<file path="src/rtl/siso_frame_if.sv">
`default_nettype none
// ============================================================================
// Module      : siso_frame_if
// Description : Handshake and serial-register signals of the SISO frame
//               controller, with controller (master) and environment (slave)
//               views.
// Revision    : 1.0 - initial release
// ============================================================================
interface siso_frame_if #(
    parameter int WIDTH = 8
) ();
    logic [WIDTH-1:0] in_data;
    logic             in_valid;
    logic             in_ready;
    logic             sr_din;
    logic             sr_en;
    logic             sr_dout;
    logic             out_bit;
    logic             out_bit_valid;
    logic             out_last;
    logic             busy;

    modport master (
        input  in_data, in_valid, sr_dout,
        output in_ready, sr_din, sr_en, out_bit, out_bit_valid, out_last, busy
    );

    modport slave (
        output in_data, in_valid, sr_dout,
        input  in_ready, sr_din, sr_en, out_bit, out_bit_valid, out_last, busy
    );
endinterface
`default_nettype wire

</file>
<file path="src/rtl/siso_frame_ctrl.sv">
`default_nettype none
// ============================================================================
// Module      : siso_frame_ctrl
// Description : Serializes an accepted parallel word into an external SISO
//               shift register, flushes it through, and tags emerging bits.
// Revision    : 1.0 - initial release
// ============================================================================
module siso_frame_ctrl #(
    parameter int WIDTH     = 8,
    parameter int DEPTH     = 4,
    parameter int LSB_FIRST = 1
) (
    input  logic         clk,
    input  logic         clr,
    siso_frame_if.master bus
);

    localparam int                 c_CNT_W    = (WIDTH > 1) ? $clog2(WIDTH) : 1;
    localparam logic [c_CNT_W-1:0] c_CNT_LAST = c_CNT_W'(WIDTH - 1);
    localparam logic [c_CNT_W-1:0] c_CNT_ONE  = c_CNT_W'(1);

    localparam logic [1:0] c_ST_IDLE  = 2'd0;
    localparam logic [1:0] c_ST_SHIFT = 2'd1;
    localparam logic [1:0] c_ST_FLUSH = 2'd2;

    logic [1:0]         r_state;
    logic [c_CNT_W-1:0] r_cnt;
    logic [c_CNT_W-1:0] r_emerged;
    logic [WIDTH-1:0]   r_shadow;
    logic [DEPTH-1:0]   r_tag;
    logic               r_sr_din;
    logic               r_sr_en;
    logic               r_out_last;
    logic               r_in_ready;

    logic               w_accept;
    logic               w_tag_in;
    logic [DEPTH-1:0]   w_tag_shifted;
    logic               w_tag_top_next;
    logic               w_frame_last;
    logic               w_first_bit;
    logic [c_CNT_W-1:0] w_cnt_next;
    logic [c_CNT_W-1:0] w_idx_next;

    assign w_accept    = bus.in_valid && r_in_ready;
    assign w_first_bit = (LSB_FIRST != 0) ? bus.in_data[0] : bus.in_data[WIDTH-1];
    assign w_cnt_next  = r_cnt + c_CNT_ONE;
    assign w_idx_next  = (LSB_FIRST != 0) ? w_cnt_next : (c_CNT_LAST - w_cnt_next);

    // Tag chain mirrors the external register: 1 marks a frame bit, 0 a flush bit.
    assign w_tag_in = (r_state == c_ST_SHIFT);

    generate
        if (DEPTH == 1) begin : g_tag_single
            assign w_tag_shifted = w_tag_in;
        end else begin : g_tag_chain
            assign w_tag_shifted = {r_tag[DEPTH-2:0], w_tag_in};
        end
    endgenerate

    assign w_tag_top_next = w_tag_shifted[DEPTH-1];
    assign w_frame_last   = w_tag_top_next && (r_emerged == c_CNT_LAST);

    always_ff @(posedge clk) begin
        if (!clr) begin
            r_state    <= c_ST_IDLE;
            r_cnt      <= '0;
            r_emerged  <= '0;
            r_shadow   <= '0;
            r_tag      <= '0;
            r_sr_din   <= 1'b0;
            r_sr_en    <= 1'b0;
            r_out_last <= 1'b0;
            r_in_ready <= 1'b1;
        end else begin
            // Tags and the last-bit marker advance only with enabled shifts.
            if (r_sr_en) begin
                r_tag      <= w_tag_shifted;
                r_out_last <= w_frame_last;
                if (w_tag_top_next) begin
                    r_emerged <= w_frame_last ? '0 : (r_emerged + c_CNT_ONE);
                end
            end

            case (r_state)
                c_ST_IDLE: begin
                    if (w_accept) begin
                        r_shadow   <= bus.in_data;
                        r_cnt      <= '0;
                        r_emerged  <= '0;
                        r_sr_din   <= w_first_bit;
                        r_sr_en    <= 1'b1;
                        r_in_ready <= 1'b0;
                        r_state    <= c_ST_SHIFT;
                    end
                end
                c_ST_SHIFT: begin
                    if (r_cnt == c_CNT_LAST) begin
                        r_cnt    <= '0;
                        r_sr_din <= 1'b0;
                        if (r_out_last) begin
                            r_sr_en    <= 1'b0;
                            r_in_ready <= 1'b1;
                            r_state    <= c_ST_IDLE;
                        end else begin
                            r_state <= c_ST_FLUSH;
                        end
                    end else begin
                        r_cnt    <= w_cnt_next;
                        r_sr_din <= r_shadow[w_idx_next];
                    end
                end
                c_ST_FLUSH: begin
                    // The edge that ends the out_last cycle is the final shift.
                    if (r_out_last) begin
                        r_sr_en    <= 1'b0;
                        r_in_ready <= 1'b1;
                        r_state    <= c_ST_IDLE;
                    end
                end
                default: begin
                    r_sr_din   <= 1'b0;
                    r_sr_en    <= 1'b0;
                    r_in_ready <= 1'b1;
                    r_state    <= c_ST_IDLE;
                end
            endcase
        end
    end

    assign bus.in_ready      = r_in_ready;
    assign bus.busy          = ~r_in_ready;
    assign bus.sr_din        = r_sr_din;
    assign bus.sr_en         = r_sr_en;
    assign bus.out_bit       = bus.sr_dout;
    assign bus.out_bit_valid = r_tag[DEPTH-1];
    assign bus.out_last      = r_out_last;

endmodule
`default_nettype wire

</file>
<file path="src/flat_wrapper.sv">
// flat-port wrapper written by rule: the top's interface ports become plain ports
module siso_frame_ctrl_flat 
#(
    parameter int WIDTH     = 8,
    parameter int DEPTH     = 4,
    parameter int LSB_FIRST = 1
)
  (clk, clr, bus_in_data, bus_in_valid, bus_sr_dout, bus_in_ready, bus_sr_din, bus_sr_en, bus_out_bit, bus_out_bit_valid, bus_out_last, bus_busy);
  siso_frame_if #(.WIDTH(WIDTH)) bus_i ();
  input  logic clk;
  input  logic clr;
  input wire logic [$bits(bus_i.in_data)-1:0] bus_in_data;
  input wire logic [$bits(bus_i.in_valid)-1:0] bus_in_valid;
  input wire logic [$bits(bus_i.sr_dout)-1:0] bus_sr_dout;
  output wire logic [$bits(bus_i.in_ready)-1:0] bus_in_ready;
  output wire logic [$bits(bus_i.sr_din)-1:0] bus_sr_din;
  output wire logic [$bits(bus_i.sr_en)-1:0] bus_sr_en;
  output wire logic [$bits(bus_i.out_bit)-1:0] bus_out_bit;
  output wire logic [$bits(bus_i.out_bit_valid)-1:0] bus_out_bit_valid;
  output wire logic [$bits(bus_i.out_last)-1:0] bus_out_last;
  output wire logic [$bits(bus_i.busy)-1:0] bus_busy;
  assign bus_i.in_data = bus_in_data;
  assign bus_i.in_valid = bus_in_valid;
  assign bus_i.sr_dout = bus_sr_dout;
  assign bus_in_ready = bus_i.in_ready;
  assign bus_sr_din = bus_i.sr_din;
  assign bus_sr_en = bus_i.sr_en;
  assign bus_out_bit = bus_i.out_bit;
  assign bus_out_bit_valid = bus_i.out_bit_valid;
  assign bus_out_last = bus_i.out_last;
  assign bus_busy = bus_i.busy;
  siso_frame_ctrl #(.WIDTH(WIDTH), .DEPTH(DEPTH), .LSB_FIRST(LSB_FIRST)) u_core (.clk(clk), .clr(clr), .bus(bus_i));
endmodule
</file>
<file path="config.mk">
export PLATFORM = sky130hd
export DESIGN_NAME = siso_frame_ctrl_flat
export DESIGN_NICKNAME = d
export VERILOG_FILES = /design/src/rtl/siso_frame_if.sv /design/src/rtl/siso_frame_ctrl.sv /design/src/flat_wrapper.sv
export SDC_FILE = /design/constraint.sdc
export NUM_CORES = 1
export LEC_CHECK = 0
export CAP_MARGIN = 20
export CORE_UTILIZATION = 30
export CTS_CLUSTER_SIZE = 40
export DETAILED_ROUTE_END_ITERATION = 8
export GPL_ROUTABILITY_DRIVEN = 0
export PLACE_DENSITY = 0.48
export SLEW_MARGIN = 20
export SYNTH_ARGS = -nofsm -noshare
export SYNTH_HDL_FRONTEND = slang
export SYNTH_SLANG_ARGS = --single-unit
</file>
<file path="constraint.sdc">
create_clock -name clk -period 3.1 [get_ports clk]
set_clock_uncertainty 0.15 [all_clocks]
set_input_delay 0.62 -clock clk [delete_from_list [all_inputs] [get_ports clk]]
set_output_delay 0.62 -clock clk [all_outputs]
set_load 0.1 [all_outputs]
</file>
==> results of run 1 <==
[metal layers]
layer  vias to the layer above  part of all wire (%)  global-route usage (%)
li1                        471                     -                       -
met1                       414                    49                   17.00
met2                        16                    45                   19.07
met3                         2                   5.6                   4.167
met4                         0                  0.78                   2.446
met5                         -                     0                       0
[worst register-to-register path: stages, from the launching register on]
cell and delay [ns]:
dfxtp_1 0.39, ha_1 0.23, ha_1 0.41, mux4_2 0.34, nand2b_4 0.15, o211ai_2 0.06, a31oi_1 0.09
[power breakdown]
part | leakage, nW | internal [mW] | switching (mW)
logic | 0.327 | 0.193 | 0.367
clock network | 0.0216 | 0.0869 | 0.0967
registers | 0.196 | 0.363 | 0.0583
[cells by family after synthesis]
group	synth area share (%)
AND/OR/NAND/NOR	21.87
AO/OA/AOI/OAI	16.67
buffers and inverters	4.584
multiplexers	8.542
flip-flops	40.00
adder cells (fa/ha/maj)	8.334
[through the flow]
step / instance area [sq um] / setup slack (ns)
finish: 1411 / 1.129
detailed placement: 1370 / 0.9495
global placement: 1370 / 0.9517
CTS: 1411 / 1.105
floorplan: 1201 / 0.5555
global route: 1411 / 1.043
[path summary, 6_finish.rpt]
path / endpoint / slack [ns] / startpoint / cells after the start
worst max-delay path: bus_sr_en / 1.13 / u_core.bus.sr_en / 1
worst min-delay path: u_core.r_shadow[0] / 0.31 / u_core.r_shadow[0] / 2
worst max register to register: u_core.bus.sr_din / 1.16 / u_core.r_cnt[0] / 6
worst min register to register: u_core.r_shadow[0] / 0.31 / u_core.r_shadow[0] / 2
[flip-flops by register name (all words and copies together) (netlist names)]
name / cells
u_core.bus.out_last: 1
u_core.bus.sr_en: 1
u_core.r_emerged: 3
u_core.r_shadow: 8
u_core.r_cnt: 3
u_core.bus.sr_din: 1
u_core.bus.in_ready: 1
u_core.r_tag: 4
u_core.r_state: 2
[final cells by class]
| type | instances | share of cell area (%) |
|---|---|---|
| tap | 48 | 4.255 |
| timing repair buffer | 16 | 10.28 |
| clock buffer | 3 | 2.926 |
| sequential | 24 | 34.04 |
| inverter | 5 | 1.330 |
| multi-input combinational | 97 | 47.16 |
[cells in the final DEF, fill, tap and decap left out, types with 2 or more instances in the layout]
cell type / synthesis / routed
inv_1: 5 / 5
clkdlybuf4s50_1: 0 / 10
nor2b_1: 8 / 8
clkbuf_8: 0 / 3
mux2i_1: 8 / 8
nor2_1: 6 / 6
nand3_1: 4 / 4
a21boi_0: 10 / 10
dfxtp_1: 24 / 24
a21oi_1: 5 / 5
o21ai_0: 4 / 4
nand2b_1: 4 / 4
buf_4: 1 / 6
ha_1: 8 / 8
and2_1: 2 / 2
nor3_1: 2 / 2
nand2_1: 23 / 23
==> impl_metrics.ini, run 1 <==
[power_and_ir_drop]
total_power_mw = 1.165
power_leakage_nw = 0.5442
ir_worst_vdd_mv = 0.2274
powerDensity_nw_per_um2 = 825.6

[yosys]
netlist_area_sq_um = 1201
yosysWarnings = 0
ys_seq_area_share_pct = 40.00
synth_edf_count = 0
syn_area_per_cell_sq_um = 9.100
synth.distinct_cells = 31
ys_ff_latch = 24
synthTopCellsByArea = dfxtp_1, ha_1, nand2_1
synth.largest_area_cell = dfxtp_1
synth_top_area_share_pct = 40.00
synth_flop_cell = dfxtp_1
synth-async-reset-ratio_pct = 0
syn_inst = 132
synth_common_cells = dfxtp_1, nand2_1, a21boi_0
synth_nets = 152
synth.most_common_cell = dfxtp_1

[job]
maxCapViolations = 0

[routing]
wl_mm = 2.305
first_pass_iters = 4
drc = 0
drt_iter0_drc = 29
avgRoutedWirePerCell_um = 11.94
drt-vias-per-instance = 4.679
drtAntennaViolNets = 0
num_vias = 903

[layout]
syn_to_final_growth_pct = 17.50
antenna_cells = 0
multi_input_area_sq_um = 665.6
final_net_count = 167
layout.area.seq_sq_um = 480.5
instances_no_fill = 193
fill_cells = 402
post-route-util_pct = 37.70
drive_gt1_share_pct = 9.655

[worst_setup_path]
crit_family = flip-flops
path_buf_inv = 1
critPathMaxFanout = 10
crit_chain = buf_4
cp_data_required_time_ns = 2.33
slowest_stage = dfxtp_1
timing.setup.critical_path_class = flop to output port
critPathLaunchType = flop
end_kind = output port
max_stage_delay_ns = 0.57
worstPathArrival_ns = 1.20

[timing]
rsz0062_at_grt = no
finalWorstPathRequiredPeriod_ns = 1.971
finalSetupViolations = 0
finalCritPeriodShare_pct = 63.58
hold_viol_final = 0
relSlewSlack_pct = 54.42
fin_setup_tns_ns = 0
drv_slew = 0
max_clock_freq_mhz = 507.4
fin_hold_ws_ns = 0.3137
tightest_slew_ns = 0.6815

[floorplan]
io_pins = 19
die-area_sq_um = 4261
die_x_um = 65.28
die-height_um = 65.28
rows = 22
initial_core_util_pct = 32.09
fp.coreArea_sq_um = 3744

[place]
hpwl_mm = 1.692
post-place-cells = 190
portBuffers = 16

[grt]
grt_pass1_wl_mm = 4.098
track_usage_pct = 12.48
grt_max_degree = 23
overflow = 0
antenna_found_initial = 0
grt_pass1_vias = 891

[clock_network]
numClockSinks = 24
post-cts-setup-buffers = 0
clk_latency_ns = 0.26
htreeDepth = 1
cts_resized = 0
cts_tree = yes
cts.root.buffer_cell = clkbuf_8
cts_inserted_buffers = 3
hold_buffers = 0
max-clock-path-buffers = 2
clkTransAtPathRegs_ns = 0.09

[hold_path]
min_path_type = flop to flop

[outcome]
outcome = complete, no violations
No activity file was read; power rests on OpenSTA's default activity.
==> run 2, diff against run 1 <==
==> constraint.sdc (replaced) <==
create_clock -name clk -period 1.9 [get_ports clk]
set_clock_uncertainty 0.15 [all_clocks]
set_input_delay 0.38 -clock clk [delete_from_list [all_inputs] [get_ports clk]]
set_output_delay 0.38 -clock clk [all_outputs]
set_load 0.1 [all_outputs]
==> run 2 against run 1 <==
Via count is 5.2% higher. First-iteration DRC count is 52% higher. Power is 91% higher. Die area stayed put. Global-route usage is 0.53 points higher. Sequential share of layout area is 3.3 points lower. Flip-flop and latch count stayed put. Core utilization is 4.2 points higher. Worst hold slack worse by 0.0036 ns. Critical path type is now flop to flop. Critical endpoint is now u_core.bus.sr_din.
==> impl_metrics.ini, run 2 (synthesis results as in run 1) <==
[worst_setup_path]
cp_data_required_time_ns = 1.91
r2r_start = u_core.r_cnt[0]
critPathMaxFanout = 5
critPathLaunchType = flop
timing.setup.critical_path_class = flop to flop
worstPathArrival_ns = 1.84
r2r_slack_ns = 0.07
end_kind = flop
r2r_cells = 6
reg2reg_to = u_core.bus.sr_din

[power_and_ir_drop]
total_power_mw = 2.225
powerDensity_nw_per_um2 = 1418
p_switching_mw = 0.9017
pwr-share-seq_pct = 31.4
power_frac_clock_pct = 20.1
p_int_mw = 1.323
p_comb_share_pct = 48.4
swShare_pct = 40.53
ir_worst_vdd_mv = 0.5043
power_leakage_nw = 0.6094

[clock_network]
hold_buffers = 0
cts_inserted_buffers = 3
cts.root.buffer_cell = clkbuf_8
post-cts-setup-buffers = 0
htreeDepth = 1
max-clock-path-buffers = 2
cts_resized = 0
numClockSinks = 24
cts_tree = yes
clk_latency_ns = 0.26
clkTransAtPathRegs_ns = 0.09

[routing]
drc = 0
drt_iter0_drc = 44
num_vias = 950
drtAntennaViolNets = 0
wl_met3_um = 90
wl_mm = 2.396
drt-met1-wl_mm = 1.143
first_pass_iters = 4
topRoutingLayerUsed = met4
drt-vias-per-instance = 4.774
avgRoutedWirePerCell_um = 12.04
wl_met2_mm = 1.141

[timing]
fin_setup_tns_ns = 0
finalWorstPathRequiredPeriod_ns = 1.835
finalSetupViolations = 0
rsz0062_at_grt = no
drv_slew = 0
finalCritPeriodShare_pct = 96.56
tightest_slew_ns = 0.3260
relSlewSlack_pct = 78.04
max_clock_freq_mhz = 545.1
hold_viol_final = 0

[layout]
largestRegisters = u_core.r_shadow (8), u_core.r_tag (4)
layout_commonest_cell = nand2_1
final_net_count = 172
syn_to_final_growth_pct = 30.62
antenna_cells = 0
design_area_sq_um = 1569
final_cell_mix = nand2_1, dfxtp_1, a21boi_0, clkdlybuf4s50_1
drive_gt1_share_pct = 14.57
largest_reg_flops = 8
largest-register = u_core.r_shadow

[floorplan]
rows = 22
die-height_um = 65.28
io_pins = 19
die_x_um = 65.28
die-area_sq_um = 4261
initial_core_util_pct = 32.09
fp.coreArea_sq_um = 3744

[grt]
track_usage_pct = 13.00
antenna_found_initial = 0
overflow = 0
grt_max_degree = 23
grt_pass1_vias = 934
grt_pass1_wl_mm = 4.181

[outcome]
outcome = complete, no violations

[hold_path]
min_path_type = flop to flop
worstHoldStart = u_core.r_shadow[0]
whs_endpoint = u_core.r_shadow[0]
whs_path_depth = 2

[place]
hpwl_mm = 1.772
portBuffers = 16
dpl-instance-area_sq_um = 1498

[job]
maxCapViolations = 0
==> run 2: routing by layer <==
| metal | up-vias | global-route usage [%] |
|---|---|---|
| met5 | - | 0 |
| met4 | 0 | 3.261 |
| met3 | 2 | 4.340 |
| met2 | 16 | 22.29 |
| met1 | 447 | 15.46 |
| li1 | 485 | - |
==> run 2: worst max path at each step <==
stage | end | start | cells after the start
floorplan | u_core.bus.in_ready | u_core.bus.in_ready | 3
global placement | u_core.r_state[1] | bus_in_valid | 5
detailed placement | u_core.r_state[0] | bus_in_valid | 5
CTS | u_core.bus.sr_din | u_core.r_cnt[0] | 6
global route | u_core.bus.sr_din | u_core.r_cnt[0] | 6
finish | u_core.bus.sr_din | u_core.r_cnt[0] | 6
==> run 2: final cells by class <==
| type | count | area [sq um] |
|---|---|---|
| flip-flops and latches | 24 | 483.0 |
| well taps | 48 | 60.06 |
| fillers | 397 | 2175 |
| multi-input cells | 97 | 665.6 |
| clock buffers | 3 | 41.29 |
| repair buffers | 21 | 270.3 |
| clock inverters | 1 | 30.03 |
| inverters | 5 | 18.77 |
==> run 2: stage by stage <==
stage               utilization, %  setup slack [ns]  instances  hold slack, ns
floorplan                        -          -0.01179        132          0.2821
global placement             40.01           0.04172        195          0.2891
detailed placement           40.01           0.01090        195          0.2969
CTS                          41.91           0.05420        199          0.3102
global route                 41.91          0.002600        199          0.3321
finish                       41.91           0.06539        199          0.3101
==> run 2: worst max-delay path, stage by stage, from the launching register on <==
cell and delay, ns:
dfxtp_1 0.32, ha_1 0.20, ha_1 0.41, mux4_2 0.34, nand2b_4 0.15, o211ai_2 0.06
a31oi_1 0.09
==> run 2: power by group through the flow <==
stage	sequential (mW)	combinational [mW]	clock, mW
after floorplan	0.868	0.600	0
after global placement	0.712	1.08	0
after detailed placement	0.712	1.08	0
after CTS	0.701	1.09	0.466
after global routing	0.721	1.17	0.488
final	0.700	1.08	0.448
==> run 3, diff against run 2 <==
--- a/config.mk
+++ b/config.mk
@@ -6,6 +6,7 @@
 export NUM_CORES = 1
 export LEC_CHECK = 0
 export CAP_MARGIN = 20
+export CORE_MARGIN = 2
 export CORE_UTILIZATION = 30
 export CTS_CLUSTER_SIZE = 40
 export DETAILED_ROUTE_END_ITERATION = 8
==> run 3 against run 2 <==
First-iteration DRC count shrank 41%. Die area is 6.2% higher. Core utilization decreased by 0.77 points. Combinational power hardly changed.
==> impl_metrics.ini, run 3 (synthesis results as in run 1) <==
[worst_setup_path]
critPathMaxFanout = 5
cpMostUsedCell = ha_1
worstPathArrival_ns = 1.79
end_kind = flop
timing.setup.critical_path_class = flop to flop
slowest_stage = ha_1
max_stage_delay_ns = 0.40
critPathLaunchType = flop
r2r_slack_ns = 0.10
cp_data_required_time_ns = 1.90
crit_chain = ha_1 > ha_1 > mux4_2 > nand2b_4 > o211ai_2 > a31oi_1

[grt]
overflow = 0
grt_pass1_wl_mm = 4.195
grt_pass1_vias = 939
antenna_found_initial = 0
grt_max_degree = 14
track_usage_pct = 12.10

[timing]
drv_slew = 0
max_clock_freq_mhz = 556.9
finalCritPeriodShare_pct = 94.51
finalWorstPathRequiredPeriod_ns = 1.796
rsz0062_at_grt = no
relSlewSlack_pct = 79.73
hold_viol_final = 0
tightest_slew_ns = 0.3009
fin_hold_ws_ns = 0.3170
finalSetupViolations = 0

[power_and_ir_drop]
power_leakage_nw = 0.5973
ir_worst_vdd_mv = 0.3465
powerDensity_nw_per_um2 = 1365
total_power_mw = 2.103

[floorplan]
die-height_um = 67.28
initial_core_util_pct = 32.09
rows = 22
io_pins = 19
die-area_sq_um = 4526
fp.coreArea_sq_um = 3744
die_x_um = 67.28

[routing]
drt-vias-per-instance = 4.673
wl_mm = 2.332
avgRoutedWirePerCell_um = 11.72
first_pass_iters = 4
drt_iter0_drc = 26
drc = 0
drtAntennaViolNets = 0
num_vias = 930

[clock_network]
cts_tree = yes
numClockSinks = 24
cts.root.buffer_cell = clkbuf_8
clkTransAtPathRegs_ns = 0.08
clk_latency_ns = 0.26
cts_resized = 0
max-clock-path-buffers = 2
hold_buffers = 0
htreeDepth = 1
post-cts-setup-buffers = 0
cts_inserted_buffers = 3

[layout]
antenna_cells = 0
layout.area.seq_sq_um = 483.0
syn_to_final_growth_pct = 28.23
final_net_count = 172
largestRegisters = u_core.r_shadow (8), u_core.r_tag (4)
layout_commonest_cell = nand2_1
largest-register = u_core.r_shadow
multi_input_area_sq_um = 665.6
fill_cells = 383
largest_reg_flops = 8
drive_gt1_share_pct = 14.57
final_cell_mix = nand2_1, dfxtp_1, a21boi_0, clkdlybuf4s50_1

[hold_path]
min_path_type = flop to flop

[job]
maxCapViolations = 0

[place]
portBuffers = 16
hpwl_mm = 1.797

[outcome]
outcome = complete, no violations
run 3: cell count changes in the layout (fill, tap and decap cells not counted), sizes merged:
cell	before	now
bufinv	1	0
clkbuf	3	4
run 3: critical path, delay by kind of cell, from the launching register on:
kind                       cells  cell delay (ns)
muxes                          1             0.33
and+or+nand+nor                1             0.15
adders and majority gates      2             0.59
AOI/OAI and AO/OA              2             0.14
DFF                            1             0.32
run 3: metal layers:
metal,GRT usage (%),wire (um),part of all wire [%],up-vias
li1,-,-,-,484
met1,15.71,1170,50,435
met2,20.17,1072,46,9
met3,2.333,69,3.0,2
met4,3.827,20,0.86,0
met5,0,0,0,-
run 3: stage by stage:
step / instances / instance area [sq um] / setup TNS, ns / worst slack, ns / utilization (%)
floorplan: 132 / 1204 / -0.01179 / -0.01179 / -
finish: 199 / 1540 / 0 / 0.1043 / 41.14
global placement: 195 / 1485 / 0 / 0.05675 / 39.67
global route: 199 / 1540 / 0 / 0.01424 / 41.14
detailed placement: 195 / 1485 / -0.01342 / -0.006716 / 39.67
CTS: 199 / 1540 / 0 / 0.07886 / 41.14
run 3: area by class of cell:
type	count	share of cell area, %
Sequential cell	24	31.36
Tap cell	48	3.899
Clock buffer	4	3.574
Timing Repair Buffer	21	16.73
Inverter	5	1.219
Multi-Input combinational cell	97	43.22
run 3: worst paths after layout:
path,from,to,cells past startpoint
worst max-delay path,u_core.r_cnt[0],u_core.bus.sr_din,6
worst min-delay path,u_core.r_shadow[6],u_core.r_shadow[6],2
worst max register to register,u_core.r_cnt[0],u_core.bus.sr_din,6
worst min register to register,u_core.r_shadow[6],u_core.r_shadow[6],2
run 3: where the power goes:
part	internal [mW]	switching, mW
clock	0.185	0.156
combinational	0.437	0.626
sequential	0.596	0.102
total	1.22	0.884
